==> src/rtl/pwm_capture_pkg.sv <==
// pwm_capture_pkg
// Shared constants for the multi-channel PWM capture block:
//   - default NCH / CNT_W / SYNC_STAGES values
//   - per-channel FSM state encoding
//   - sel_width(): rd_sel width for a given channel count (never below 1)
package pwm_capture_pkg;

    localparam int DEF_NCH         = 4;
    localparam int DEF_CNT_W       = 16;
    localparam int DEF_SYNC_STAGES = 2;

    localparam logic [1:0] ST_IDLE      = 2'd0;
    localparam logic [1:0] ST_WAIT_RISE = 2'd1;
    localparam logic [1:0] ST_MEAS_HIGH = 2'd2;
    localparam logic [1:0] ST_MEAS_LOW  = 2'd3;

    typedef enum logic [1:0] {
        IDLE      = ST_IDLE,
        WAIT_RISE = ST_WAIT_RISE,
        MEAS_HIGH = ST_MEAS_HIGH,
        MEAS_LOW  = ST_MEAS_LOW
    } state_e;

    function automatic int sel_width(input int n);
        return (n > 1) ? $clog2(n) : 1;
    endfunction

endpackage

==> src/rtl/pwm_capture_multi_if.sv <==
// pwm_capture_multi_if
// Bundles the capture block's per-channel controls, PWM inputs and result
// readout. "intr" carries the capture-complete flag (int is a keyword).
//   master : host / stimulus side (drives pwm_in, controls, read select)
//   slave  : pwm_capture_multi side (drives flags and data)
interface pwm_capture_multi_if
    import pwm_capture_pkg::*;
#(
    parameter int NCH   = DEF_NCH,
    parameter int CNT_W = DEF_CNT_W
);
    localparam int SEL_W = sel_width(NCH);

    logic [NCH-1:0]     pwm_in;
    logic [NCH-1:0]     trigger;
    logic [NCH-1:0]     stop;
    logic               cont;
    logic [NCH-1:0]     int_clr;
    logic [SEL_W-1:0]   rd_sel;
    logic               oe;
    logic [NCH-1:0]     intr;
    logic [NCH-1:0]     ovf;
    logic [NCH-1:0]     ovr;
    logic [NCH-1:0]     busy;
    logic [2*CNT_W-1:0] data;

    modport master (
        output pwm_in, trigger, stop, cont, int_clr, rd_sel, oe,
        input  intr, ovf, ovr, busy, data
    );

    modport slave (
        input  pwm_in, trigger, stop, cont, int_clr, rd_sel, oe,
        output intr, ovf, ovr, busy, data
    );

endinterface

==> src/rtl/pwm_capture_chan.sv <==
// pwm_capture_chan
// One capture channel: synchroniser, edge detect, FSM, counter, result
// registers and sticky flags.
//   clk, rst        : clock, async active-low reset
//   pwm_in          : asynchronous PWM input
//   trigger, stop   : arm (ignored while busy) / abort (wins over trigger)
//   cont            : mode sampled when armed (1 = continuous)
//   int_clr         : clears intr/ovf/ovr (a same-cycle set wins)
//   high, period    : last completed measurement, always updated as a pair
//   intr, ovf, ovr  : complete / saturated / completion-while-intr flags
//   busy            : channel not IDLE
module pwm_capture_chan
    import pwm_capture_pkg::*;
#(
    parameter int CNT_W       = DEF_CNT_W,
    parameter int SYNC_STAGES = DEF_SYNC_STAGES
) (
    input  logic             clk,
    input  logic             rst,
    input  logic             pwm_in,
    input  logic             trigger,
    input  logic             stop,
    input  logic             cont,
    input  logic             int_clr,
    output logic [CNT_W-1:0] high,
    output logic [CNT_W-1:0] period,
    output logic             intr,
    output logic             ovf,
    output logic             ovr,
    output logic             busy
);

    logic [SYNC_STAGES-1:0] sync_q, sync_d;
    logic                   prev_q, prev_d;
    state_e                 st_q, st_d;
    logic                   mode_q, mode_d;
    logic [CNT_W-1:0]       cnt_q, cnt_d;
    logic [CNT_W-1:0]       high_tmp_q, high_tmp_d;
    logic [CNT_W-1:0]       high_q, high_d;
    logic [CNT_W-1:0]       period_q, period_d;
    logic                   intr_q, intr_d;
    logic                   ovf_q, ovf_d;
    logic                   ovr_q, ovr_d;
    logic                   busy_q, busy_d;

    logic s, rise, fall, sat;
    logic [CNT_W-1:0] cnt_inc;

    assign s       = sync_q[SYNC_STAGES-1];
    assign rise    = s & ~prev_q;
    assign fall    = ~s & prev_q;
    assign sat     = (cnt_q == {CNT_W{1'b1}});
    assign cnt_inc = cnt_q + CNT_W'(1);

    always_comb begin
        sync_d     = {sync_q[SYNC_STAGES-2:0], pwm_in};
        prev_d     = s;
        st_d       = st_q;
        mode_d     = mode_q;
        cnt_d      = cnt_q;
        high_tmp_d = high_tmp_q;
        high_d     = high_q;
        period_d   = period_q;
        // Clear first; any set below overrides it in the same cycle.
        intr_d     = intr_q & ~int_clr;
        ovf_d      = ovf_q  & ~int_clr;
        ovr_d      = ovr_q  & ~int_clr;

        case (st_q)
            IDLE: begin
                if (trigger && !stop) begin
                    st_d   = WAIT_RISE;
                    mode_d = cont;
                end
            end
            WAIT_RISE: begin
                if (stop) begin
                    st_d = IDLE;
                end else if (rise) begin
                    st_d  = MEAS_HIGH;
                    cnt_d = CNT_W'(1);
                end
            end
            MEAS_HIGH: begin
                if (stop) begin
                    st_d = IDLE;
                end else if (sat) begin
                    // No wrap: abandon the measurement, keep old results.
                    ovf_d  = 1'b1;
                    intr_d = 1'b1;
                    st_d   = IDLE;
                end else if (fall) begin
                    high_tmp_d = cnt_q;
                    cnt_d      = cnt_inc;
                    st_d       = MEAS_LOW;
                end else begin
                    cnt_d = cnt_inc;
                end
            end
            MEAS_LOW: begin
                if (stop) begin
                    st_d = IDLE;
                end else if (sat) begin
                    ovf_d  = 1'b1;
                    intr_d = 1'b1;
                    st_d   = IDLE;
                end else if (rise) begin
                    period_d = cnt_q;
                    high_d   = high_tmp_q;
                    intr_d   = 1'b1;
                    if (intr_q) ovr_d = 1'b1;
                    if (mode_q) begin
                        // This rise is also the start of the next period.
                        st_d  = MEAS_HIGH;
                        cnt_d = CNT_W'(1);
                    end else begin
                        st_d = IDLE;
                    end
                end else begin
                    cnt_d = cnt_inc;
                end
            end
            default: st_d = IDLE;
        endcase

        busy_d = (st_d != IDLE);
    end

    always_ff @(posedge clk or negedge rst) begin
        if (!rst) begin
            sync_q     <= '0;
            prev_q     <= 1'b0;
            st_q       <= IDLE;
            mode_q     <= 1'b0;
            cnt_q      <= '0;
            high_tmp_q <= '0;
            high_q     <= '0;
            period_q   <= '0;
            intr_q     <= 1'b0;
            ovf_q      <= 1'b0;
            ovr_q      <= 1'b0;
            busy_q     <= 1'b0;
        end else begin
            sync_q     <= sync_d;
            prev_q     <= prev_d;
            st_q       <= st_d;
            mode_q     <= mode_d;
            cnt_q      <= cnt_d;
            high_tmp_q <= high_tmp_d;
            high_q     <= high_d;
            period_q   <= period_d;
            intr_q     <= intr_d;
            ovf_q      <= ovf_d;
            ovr_q      <= ovr_d;
            busy_q     <= busy_d;
        end
    end

    assign high   = high_q;
    assign period = period_q;
    assign intr   = intr_q;
    assign ovf    = ovf_q;
    assign ovr    = ovr_q;
    assign busy   = busy_q;

endmodule

==> src/rtl/pwm_capture_multi.sv <==
// pwm_capture_multi
// NCH independent PWM capture channels plus a registered result read mux.
//   clk, rst : clock, async active-low reset
//   bus      : pwm_capture_multi_if slave (pwm_in, trigger, stop, cont,
//              int_clr, rd_sel, oe in; intr, ovf, ovr, busy, data out)
// data = oe ? {period, high} of channel rd_sel : 0, one clk after any change;
// rd_sel values with no channel read 0. The interface must be built with the
// same NCH / CNT_W as this module.
module pwm_capture_multi
    import pwm_capture_pkg::*;
#(
    parameter int NCH         = DEF_NCH,
    parameter int CNT_W       = DEF_CNT_W,
    parameter int SYNC_STAGES = DEF_SYNC_STAGES
) (
    input  logic          clk,
    input  logic          rst,
    pwm_capture_multi_if.slave bus
);

    localparam int SEL_W = sel_width(NCH);

    logic [NCH-1:0][CNT_W-1:0] high_w, period_w;
    logic [NCH-1:0]            intr_w, ovf_w, ovr_w, busy_w;
    logic [2*CNT_W-1:0]        data_q, data_d;

    for (genvar g = 0; g < NCH; g++) begin : g_chan
        pwm_capture_chan #(
            .CNT_W       (CNT_W),
            .SYNC_STAGES (SYNC_STAGES)
        ) u_chan (
            .clk     (clk),
            .rst     (rst),
            .pwm_in  (bus.pwm_in[g]),
            .trigger (bus.trigger[g]),
            .stop    (bus.stop[g]),
            .cont    (bus.cont),
            .int_clr (bus.int_clr[g]),
            .high    (high_w[g]),
            .period  (period_w[g]),
            .intr    (intr_w[g]),
            .ovf     (ovf_w[g]),
            .ovr     (ovr_w[g]),
            .busy    (busy_w[g])
        );
    end

    always_comb begin
        data_d = '0;
        for (int i = 0; i < NCH; i++) begin
            if (bus.oe && bus.rd_sel == SEL_W'(i)) data_d = {period_w[i], high_w[i]};
        end
    end

    always_ff @(posedge clk or negedge rst) begin
        if (!rst) data_q <= '0;
        else      data_q <= data_d;
    end

    assign bus.intr = intr_w;
    assign bus.ovf  = ovf_w;
    assign bus.ovr  = ovr_w;
    assign bus.busy = busy_w;
    assign bus.data = data_q;

endmodule

==> src/flat_wrapper.sv <==
// flat-port wrapper written by rule: the top's interface ports become plain ports
module pwm_capture_multi_flat import pwm_capture_pkg::*;
#(
    parameter int NCH         = DEF_NCH,
    parameter int CNT_W       = DEF_CNT_W,
    parameter int SYNC_STAGES = DEF_SYNC_STAGES
)
  (clk, rst, bus_pwm_in, bus_trigger, bus_stop, bus_cont, bus_int_clr, bus_rd_sel, bus_oe, bus_intr, bus_ovf, bus_ovr, bus_busy, bus_data);
  pwm_capture_multi_if #(.NCH(NCH), .CNT_W(CNT_W)) bus_i ();
  input  logic clk;
  input  logic rst;
  input wire logic [$bits(bus_i.pwm_in)-1:0] bus_pwm_in;
  input wire logic [$bits(bus_i.trigger)-1:0] bus_trigger;
  input wire logic [$bits(bus_i.stop)-1:0] bus_stop;
  input wire logic [$bits(bus_i.cont)-1:0] bus_cont;
  input wire logic [$bits(bus_i.int_clr)-1:0] bus_int_clr;
  input wire logic [$bits(bus_i.rd_sel)-1:0] bus_rd_sel;
  input wire logic [$bits(bus_i.oe)-1:0] bus_oe;
  output wire logic [$bits(bus_i.intr)-1:0] bus_intr;
  output wire logic [$bits(bus_i.ovf)-1:0] bus_ovf;
  output wire logic [$bits(bus_i.ovr)-1:0] bus_ovr;
  output wire logic [$bits(bus_i.busy)-1:0] bus_busy;
  output wire logic [$bits(bus_i.data)-1:0] bus_data;
  assign bus_i.pwm_in = bus_pwm_in;
  assign bus_i.trigger = bus_trigger;
  assign bus_i.stop = bus_stop;
  assign bus_i.cont = bus_cont;
  assign bus_i.int_clr = bus_int_clr;
  assign bus_i.rd_sel = bus_rd_sel;
  assign bus_i.oe = bus_oe;
  assign bus_intr = bus_i.intr;
  assign bus_ovf = bus_i.ovf;
  assign bus_ovr = bus_i.ovr;
  assign bus_busy = bus_i.busy;
  assign bus_data = bus_i.data;
  pwm_capture_multi #(.NCH(NCH), .CNT_W(CNT_W), .SYNC_STAGES(SYNC_STAGES)) u_core (.clk(clk), .rst(rst), .bus(bus_i));
endmodule
==> config.mk <==
export PLATFORM = sky130hd
export DESIGN_NAME = pwm_capture_multi_flat
export DESIGN_NICKNAME = d
export VERILOG_FILES = /design/src/rtl/pwm_capture_pkg.sv /design/src/rtl/pwm_capture_multi_if.sv /design/src/rtl/pwm_capture_chan.sv /design/src/rtl/pwm_capture_multi.sv /design/src/flat_wrapper.sv
export SDC_FILE = /design/constraint.sdc
export NUM_CORES = 1
export LEC_CHECK = 0
export ABC_AREA = 0
export CAP_MARGIN = 5
export CORE_AREA = 2 2 118 234
export DETAILED_ROUTE_END_ITERATION = 10
export DIE_AREA = 0 0 120 236
export GPL_TIMING_DRIVEN = 1
export PLACE_DENSITY = 0.76
export SLEW_MARGIN = 20
export SYNTH_ARGS = -nofsm -noshare
export SYNTH_HDL_FRONTEND = slang
export SYNTH_SLANG_ARGS = --single-unit
==> constraint.sdc <==
create_clock -name clk -period 2.3 [get_ports clk]
set_input_delay 0.46 -clock clk [delete_from_list [all_inputs] [get_ports clk]]
set_output_delay 0.46 -clock clk [all_outputs]
set_load 0.05 [all_outputs]
==> results of run 1 <==
area by class of cell:
class	instances	area (sq um)	area share (%)
flip-flops and latches	328	8210	49.3
multi-input cells	651	5460	32.8
repair buffers	148	1490	8.93
clock buffers	41	820	4.92
well taps	348	435	2.61
clock inverters	7	149	0.894
inverters	26	97.6	0.586
sequential cells by signal (all words and copies together) (netlist names):
| signal | flops |
|---|---|
| u_core.g_chan.u_chan.ovf | 4 |
| u_core.g_chan.u_chan.cnt_q | 64 |
| u_core.g_chan.u_chan.high_tmp_q | 64 |
| u_core.g_chan.u_chan.mode_q | 4 |
| u_core.g_chan.u_chan.prev_q | 4 |
| u_core.g_chan.u_chan.busy | 4 |
| u_core.bus.data | 32 |
| u_core.g_chan.u_chan.period | 64 |
| u_core.g_chan.u_chan.sync_q | 8 |
| u_core.g_chan.u_chan.st_q | 8 |
| u_core.g_chan.u_chan.high | 64 |
| u_core.g_chan.u_chan.intr | 4 |
| u_core.g_chan.u_chan.ovr | 4 |
kinds of logic after synthesis:
logic type | after synthesis
buffers and inverters | 92
AO/OA/AOI/OAI | 155
flip-flops | 328
multiplexers | 229
XOR/XNOR | 10
adder cells (fa/ha/maj) | 4
AND/OR/NAND/NOR | 253
worst register-to-register path: cells and delay by family, from the launching register on:
| family | cells | cell delay (ps) |
|---|---|---|
| AOI/OAI and AO/OA | 1 | 180 |
| adders and majority gates | 1 | 220 |
| buffers and inverters | 1 | 180 |
| DFF | 1 | 390 |
| muxes | 1 | 360 |
| and+or+nand+nor | 3 | 720 |
cells in the final DEF (no fill, tap or decap), types with 7 or more instances in the layout:
cell             instances
mux2_2                 186
buf_4                   62
clkbuf_8                 7
nand2_1                 49
and2_1                  40
dfrtp_1                328
xor2_1                   7
mux4_2                  32
and3_1                  17
nand3_1                 26
a31oi_1                 17
buf_12                  16
nand4_1                 20
a21oi_1                 13
nor2_1                  53
o21ai_0                 81
clkbuf_16               28
inv_1                   24
clkdlybuf4s50_1         67
mux2_4                  10
worst min-delay path by stage:
stage	start	endpoint	slack [ps]	cells after the start
6_report	bus_pwm_in[1]	u_core.g_chan[1].u_chan.sync_q[0]	340	1
5_1_grt	bus_pwm_in[0]	u_core.g_chan[0].u_chan.sync_q[0]	330	1
4_1_cts	bus_pwm_in[0]	u_core.g_chan[0].u_chan.sync_q[0]	320	1
3_5_place_dp	u_core.g_chan[0].u_chan.sync_q[0]	u_core.g_chan[0].u_chan.sync_q[1]	330	0
3_3_place_gp	u_core.g_chan[0].u_chan.sync_q[0]	u_core.g_chan[0].u_chan.sync_q[1]	330	0
2_1_floorplan	rst	u_core.bus.data[0]	160	0
layer usage:
metal	part of all wire [%]	GRT usage, %	up-vias
met3	4.1	2.39	63
met2	52	40.1	269
li1	-	-	4086
met4	5.1	11.4	0
met1	39	29.4	4709
met5	0	0	-
timing repair:
| action | CTS | global route |
|---|---|---|
| hold buffers | 1 | 0 |
| setup endpoints to repair | 0 | 51 |
| setup buffers | 0 | 0 |
| resized for setup | 0 | 8 |
| endpoints found under the hold margin | 48 | 0 |
metrics by stage:
| step | cells | utilization [%] | setup TNS [ps] | area, sq um |
|---|---|---|---|---|
| 5_1_grt | 1549 | 62.4 | 0 | 16700 |
| 2_1_floorplan | 1071 | - | 0 | 14100 |
| 3_5_place_dp | 1500 | 58.6 | -320 | 15600 |
| 3_3_place_gp | 1500 | 58.6 | -24.4 | 15600 |
| 4_1_cts | 1549 | 62.2 | 0 | 16600 |
| 6_report | 1549 | 62.4 | 0 | 16700 |
report_power, final:
group / total [mW] / internal [mW] / leakage [nW] / switching [mW]
clock network: 4.96 / 2.91 / 0.470 / 2.06
logic: 0.862 / 0.376 / 2.86 / 0.485
registers: 6.13 / 5.96 / 4.50 / 0.166
total: 12.0 / 9.24 / 7.84 / 2.71
==> impl_metrics.yaml, run 1 <==
outcome:
  status: "completed"
finish:
  fillers: 1971
  nets: 1209
  area_growth_pct: 18.4
  drive_gt1_share_pct: 30.6
  diodes: 0
worst_setup_path:
  cp_max_fo: 3
  critPathKind: "reg -> out"
  cp.arrival_ps: 1750
  cp-startpoint: "u_core.g_chan[0].u_chan.intr"
  ff2ff_setup_slack_ps: 120
  endpoint_kind: "output pin"
  worstPathCellList: "clkdlybuf4s50_1"
  crit_path_start_kind: "flip-flop"
  crit_slowest_cell: "clkdlybuf4s50_1"
  crit_family: "buffers and inverters"
  crit_required_ps: 1840
  cp_num_cells: 1
  path_buf_inv: 1
  ff2ff_path_depth: 7
  max_stage_delay_ps: 810
  critPathCapture: "bus_intr[0]"
  timing.rr.end: "u_core.g_chan[2].u_chan.high_tmp_q[2]"
  regToRegStartpoint: "u_core.g_chan[2].u_chan.cnt_q[0]"
floorplan:
  row_count: 85
  die_h_um: 236
  pin_count: 70
  die_w_um: 120
  dieArea_sq_um: 28300
  coreArea_sq_um: 26700
  initial_core_util_pct: 52.7
synthesis:
  synth_seq_cells: 328
  synth_edf_count: 0
  yosys-top-cells-area: "dfrtp_1 58%, mux2_2 15%, mux4_2 5.1%"
  synth_area_sq_um: 14100
  synth.largest_area_cell: "dfrtp_1"
  synthXorXnorAreaFrac_pct: 0.623
  avgSynthCellArea_sq_um: 13.1
  ys_warn_count: 0
  synth_compound_area_share_pct: 6.58
  async_flop_share_pct: 100
  yosysUniqueCellTypes: 61
  yosys.cell_count.top_type: "dfrtp_1"
  synthesis.nets: 1097
  seq_area_frac_synth_pct: 58.4
  synth_cells: 1071
  synth_common_cells: "328 x dfrtp_1, 186 x mux2_2, 81 x o21ai_0, 54 x nor2_1, 49 x nand2_1"
  synth_ff_type: "dfrtp_1"
  synthAdderAreaFrac_pct: 0.356
  synth.area.mux_share_pct: 21.2
  synth_top_family_by_area: "multiplexers"
  synthDominantCellAreaShare_pct: 58.4
  yosys.area_share.simple_pct: 9.66
sta:
  maxSlewHeadroom_pct: 53.0
  hold_viol: 0
  setup_viol: 0
  report.final.slew_viol_count: 0
  fin_skew_ps: 23.0
  fin_crit_ps: 2210
  fin_crit_sh_pct: 96.0
  whs_ps: 338
  max_freq_mhz: 453
  rsz0062_at_grt: "no"
  tightest_slew_ps: 703
  setup_slack_ps: 92.0
global_route:
  grt_overflow_total: 0
  grt_pass1_vias: 9419
  track_usage_pct: 23.4
  grt_pass1_wl_mm: 52.0
  grt_max_degree: 60
  antenna_found_initial: 0
power:
  totalPowerFinal_mw: 12.0
  p_leak_nw: 7.84
  powerDensity_nw_per_um2: 718
  peakVddDrop_uv: 691
flow_run:
  drv_cap: 0
drt:
  via_per_inst: 5.89
  vias: 9127
  postRouteAntennaNets: 0
  wirelength_mm: 32.1
  first_pass_iters: 5
  initialDrtViolationCount: 605
  avgRoutedWirePerCell_um: 20.7
  drc: 0
clock_network:
  cts_tree: "built"
  clock_sinks: 328
  path_clk_slew_ps: 70
  cts-root-buf: "clkbuf_16"
  insertion_delay_ps: 570
  htreeDepth: 1
  cts_max_path_buffers: 3
  cts_made_buffers: 28
min_path:
  hp-class: "in -> reg"
placed_design:
  hpwl_mm: 22.5
  numPortBuffers: 69
  detailedPlace.worstSlack_ps: -44.3
  gp_congestion: 0.859
Power figures use the tool's default switching activity.
==> inputs of run 2 (changes only) <==
--- a/config.mk
+++ b/config.mk
@@ -11,7 +11,7 @@
 export DETAILED_ROUTE_END_ITERATION = 10
 export DIE_AREA = 0 0 120 236
 export GPL_TIMING_DRIVEN = 1
-export PLACE_DENSITY = 0.76
+export PLACE_DENSITY = 0.74
 export SLEW_MARGIN = 20
 export SYNTH_ARGS = -nofsm -noshare
 export SYNTH_HDL_FRONTEND = slang
==> run 2 against run 1 <==
Net effect:
- clock skew about the same
- first-iteration DRC count decreased by 5.1%
- clock power decreased by 2%
- critical path depth unchanged
- worst hold slack got worse by 3.1 ps
- non-clock buffer count unchanged
- routed wire length increased by 0.14%
- total power decreased by 1.1%
- sequential share of layout area about the same
- register-to-register slack about the same
- clock-buffer cell count decreased by 2
- fmax decreased by 0.15%
- critical path type unchanged
- largest cell class unchanged
==> impl_metrics.yaml, run 2 (synthesis results as in run 1) <==
placed_design:
  gp_congestion: 0.839
  hpwl_mm: 22.8
  detailedPlace.worstSlack_ps: -32.5
  numPortBuffers: 69
  place.detailed.instances: 1500
power:
  peakVddDrop_uv: 707
  powerDensity_nw_per_um2: 710
  p_leak_nw: 7.85
worst_setup_path:
  critPathKind: "reg -> out"
  crit_slowest_cell: "clkdlybuf4s50_1"
  crit_family: "buffers and inverters"
  timing.rr.end: "u_core.g_chan[2].u_chan.high_tmp_q[6]"
  crit_path_start_kind: "flip-flop"
  cp.arrival_ps: 1750
  crit_required_ps: 1840
  worstPathCellList: "clkdlybuf4s50_1"
  cp_num_cells: 1
  path_buf_inv: 1
  regToRegStartpoint: "u_core.g_chan[2].u_chan.cnt_q[0]"
  endpoint_kind: "output pin"
  cp_max_fo: 3
  max_stage_delay_ps: 810
  ff2ff_path_depth: 7
  ff2ff_setup_slack_ps: 110
outcome:
  status: "completed"
sta:
  maxSlewHeadroom_pct: 55.0
  max_freq_mhz: 452
  fin_crit_sh_pct: 96.1
  tightest_slew_ps: 672
  fin_crit_ps: 2210
  fin_skew_ps: 23.2
  report.final.slew_viol_count: 0
  fin_setup_tns_ps: 0
  rsz0062_at_grt: "no"
  setup_viol: 0
  setup_slack_ps: 88.7
  hold_viol: 0
floorplan:
  pin_count: 70
  dieArea_sq_um: 28300
  die_h_um: 236
  row_count: 85
  coreArea_sq_um: 26700
  initial_core_util_pct: 52.7
  die_w_um: 120
min_path:
  holdPathStages: 1
  min_from: "bus_pwm_in[0]"
  min_to: "u_core.g_chan[0].u_chan.sync_q[0]"
  hp-class: "in -> reg"
drt:
  initialDrtViolationCount: 574
  drc: 0
  wirelength_mm: 32.2
  vias: 8981
  via_per_inst: 5.78
  postRouteAntennaNets: 0
  avgRoutedWirePerCell_um: 20.7
  first_pass_iters: 4
clock_network:
  path_clk_slew_ps: 70
  cts_made_buffers: 28
  insertion_delay_ps: 560
  htreeDepth: 1
  cts_max_path_buffers: 3
  cts_tree: "built"
  cts_setup_buffers: 0
  cts-root-buf: "clkbuf_16"
  clock_sinks: 328
finish:
  layout_commonest_cell: "dfrtp_1"
  instances_no_fill: 1553
  drive_gt1_share_pct: 31.3
  diodes: 0
  area_growth_pct: 18.4
  final_cell_mix: "328 x dfrtp_1, 186 x mux2_2, 81 x o21ai_0"
  nets: 1209
global_route:
  grt_overflow_total: 0
  grt_max_degree: 70
  grt_pass1_wl_mm: 51.4
  grt_pass1_vias: 9217
  antenna_found_initial: 0
  track_usage_pct: 23.4
flow_run:
  drv_cap: 0
==> run 2: power by group <==
group	total, mW	internal, mW	switching, mW
Combinational	0.853	0.374	0.479
Sequential	6.13	5.96	0.169
Clock	4.84	2.71	2.13
Total	11.8	9.04	2.77
==> run 2: what timing repair did <==
item                       in CTS  in global routing
hold buffers                    1                  0
resized for setup               3                  6
setup endpoints to repair      18                 60
hold endpoints to repair       53                  0
pin swaps                       0                  2
==> run 2: per-layer routing <==
layer / part of all wire (%) / GRT usage [%] / vias up
met5: 0 / 0 / -
met3: 3.3 / 2.13 / 68
met4: 4.2 / 9.55 / 0
met1: 39 / 29.1 / 4598
li1: - / - / 4075
met2: 54 / 41.5 / 240
==> run 2: worst max-delay path by stage <==
stage | slack [ps] | startpoint | endpoint
finish | 90 | u_core.g_chan[0].u_chan.intr | bus_intr[0]
global route | 20 | u_core.g_chan[2].u_chan.cnt_q[0] | u_core.g_chan[2].u_chan.high_tmp_q[6]
CTS | 30 | u_core.g_chan[0].u_chan.cnt_q[1] | u_core.g_chan[0].u_chan.busy
detailed placement | -30 | bus_stop[3] | u_core.g_chan[3].u_chan.cnt_q[1]
global placement | -30 | bus_stop[0] | u_core.g_chan[0].u_chan.high_tmp_q[3]
floorplan | 2 | u_core.g_chan[2].u_chan.cnt_q[0] | u_core.g_chan[2].u_chan.high_tmp_q[10]
==> run 2: layout make-up <==
cell class,count,area [sq um]
inverters,26,97.6
fillers,1964,10000
clock buffers,39,853
multi-input cells,651,5460
flip-flops and latches,328,8210
well taps,348,435
clock inverters,13,105
repair buffers,148,1490
==> run 2: per-stage QoR <==
step                power (mW)  utilization [%]  hold slack [ps]  cell area (sq um)
floorplan                 6.63                -              164              14100
global placement          7.04             58.6              334              15600
detailed placement        7.09             58.6              335              15600
CTS                       11.9             62.3              314              16600
global route              12.2             62.4              329              16600
finish                    11.8             62.4              335              16600
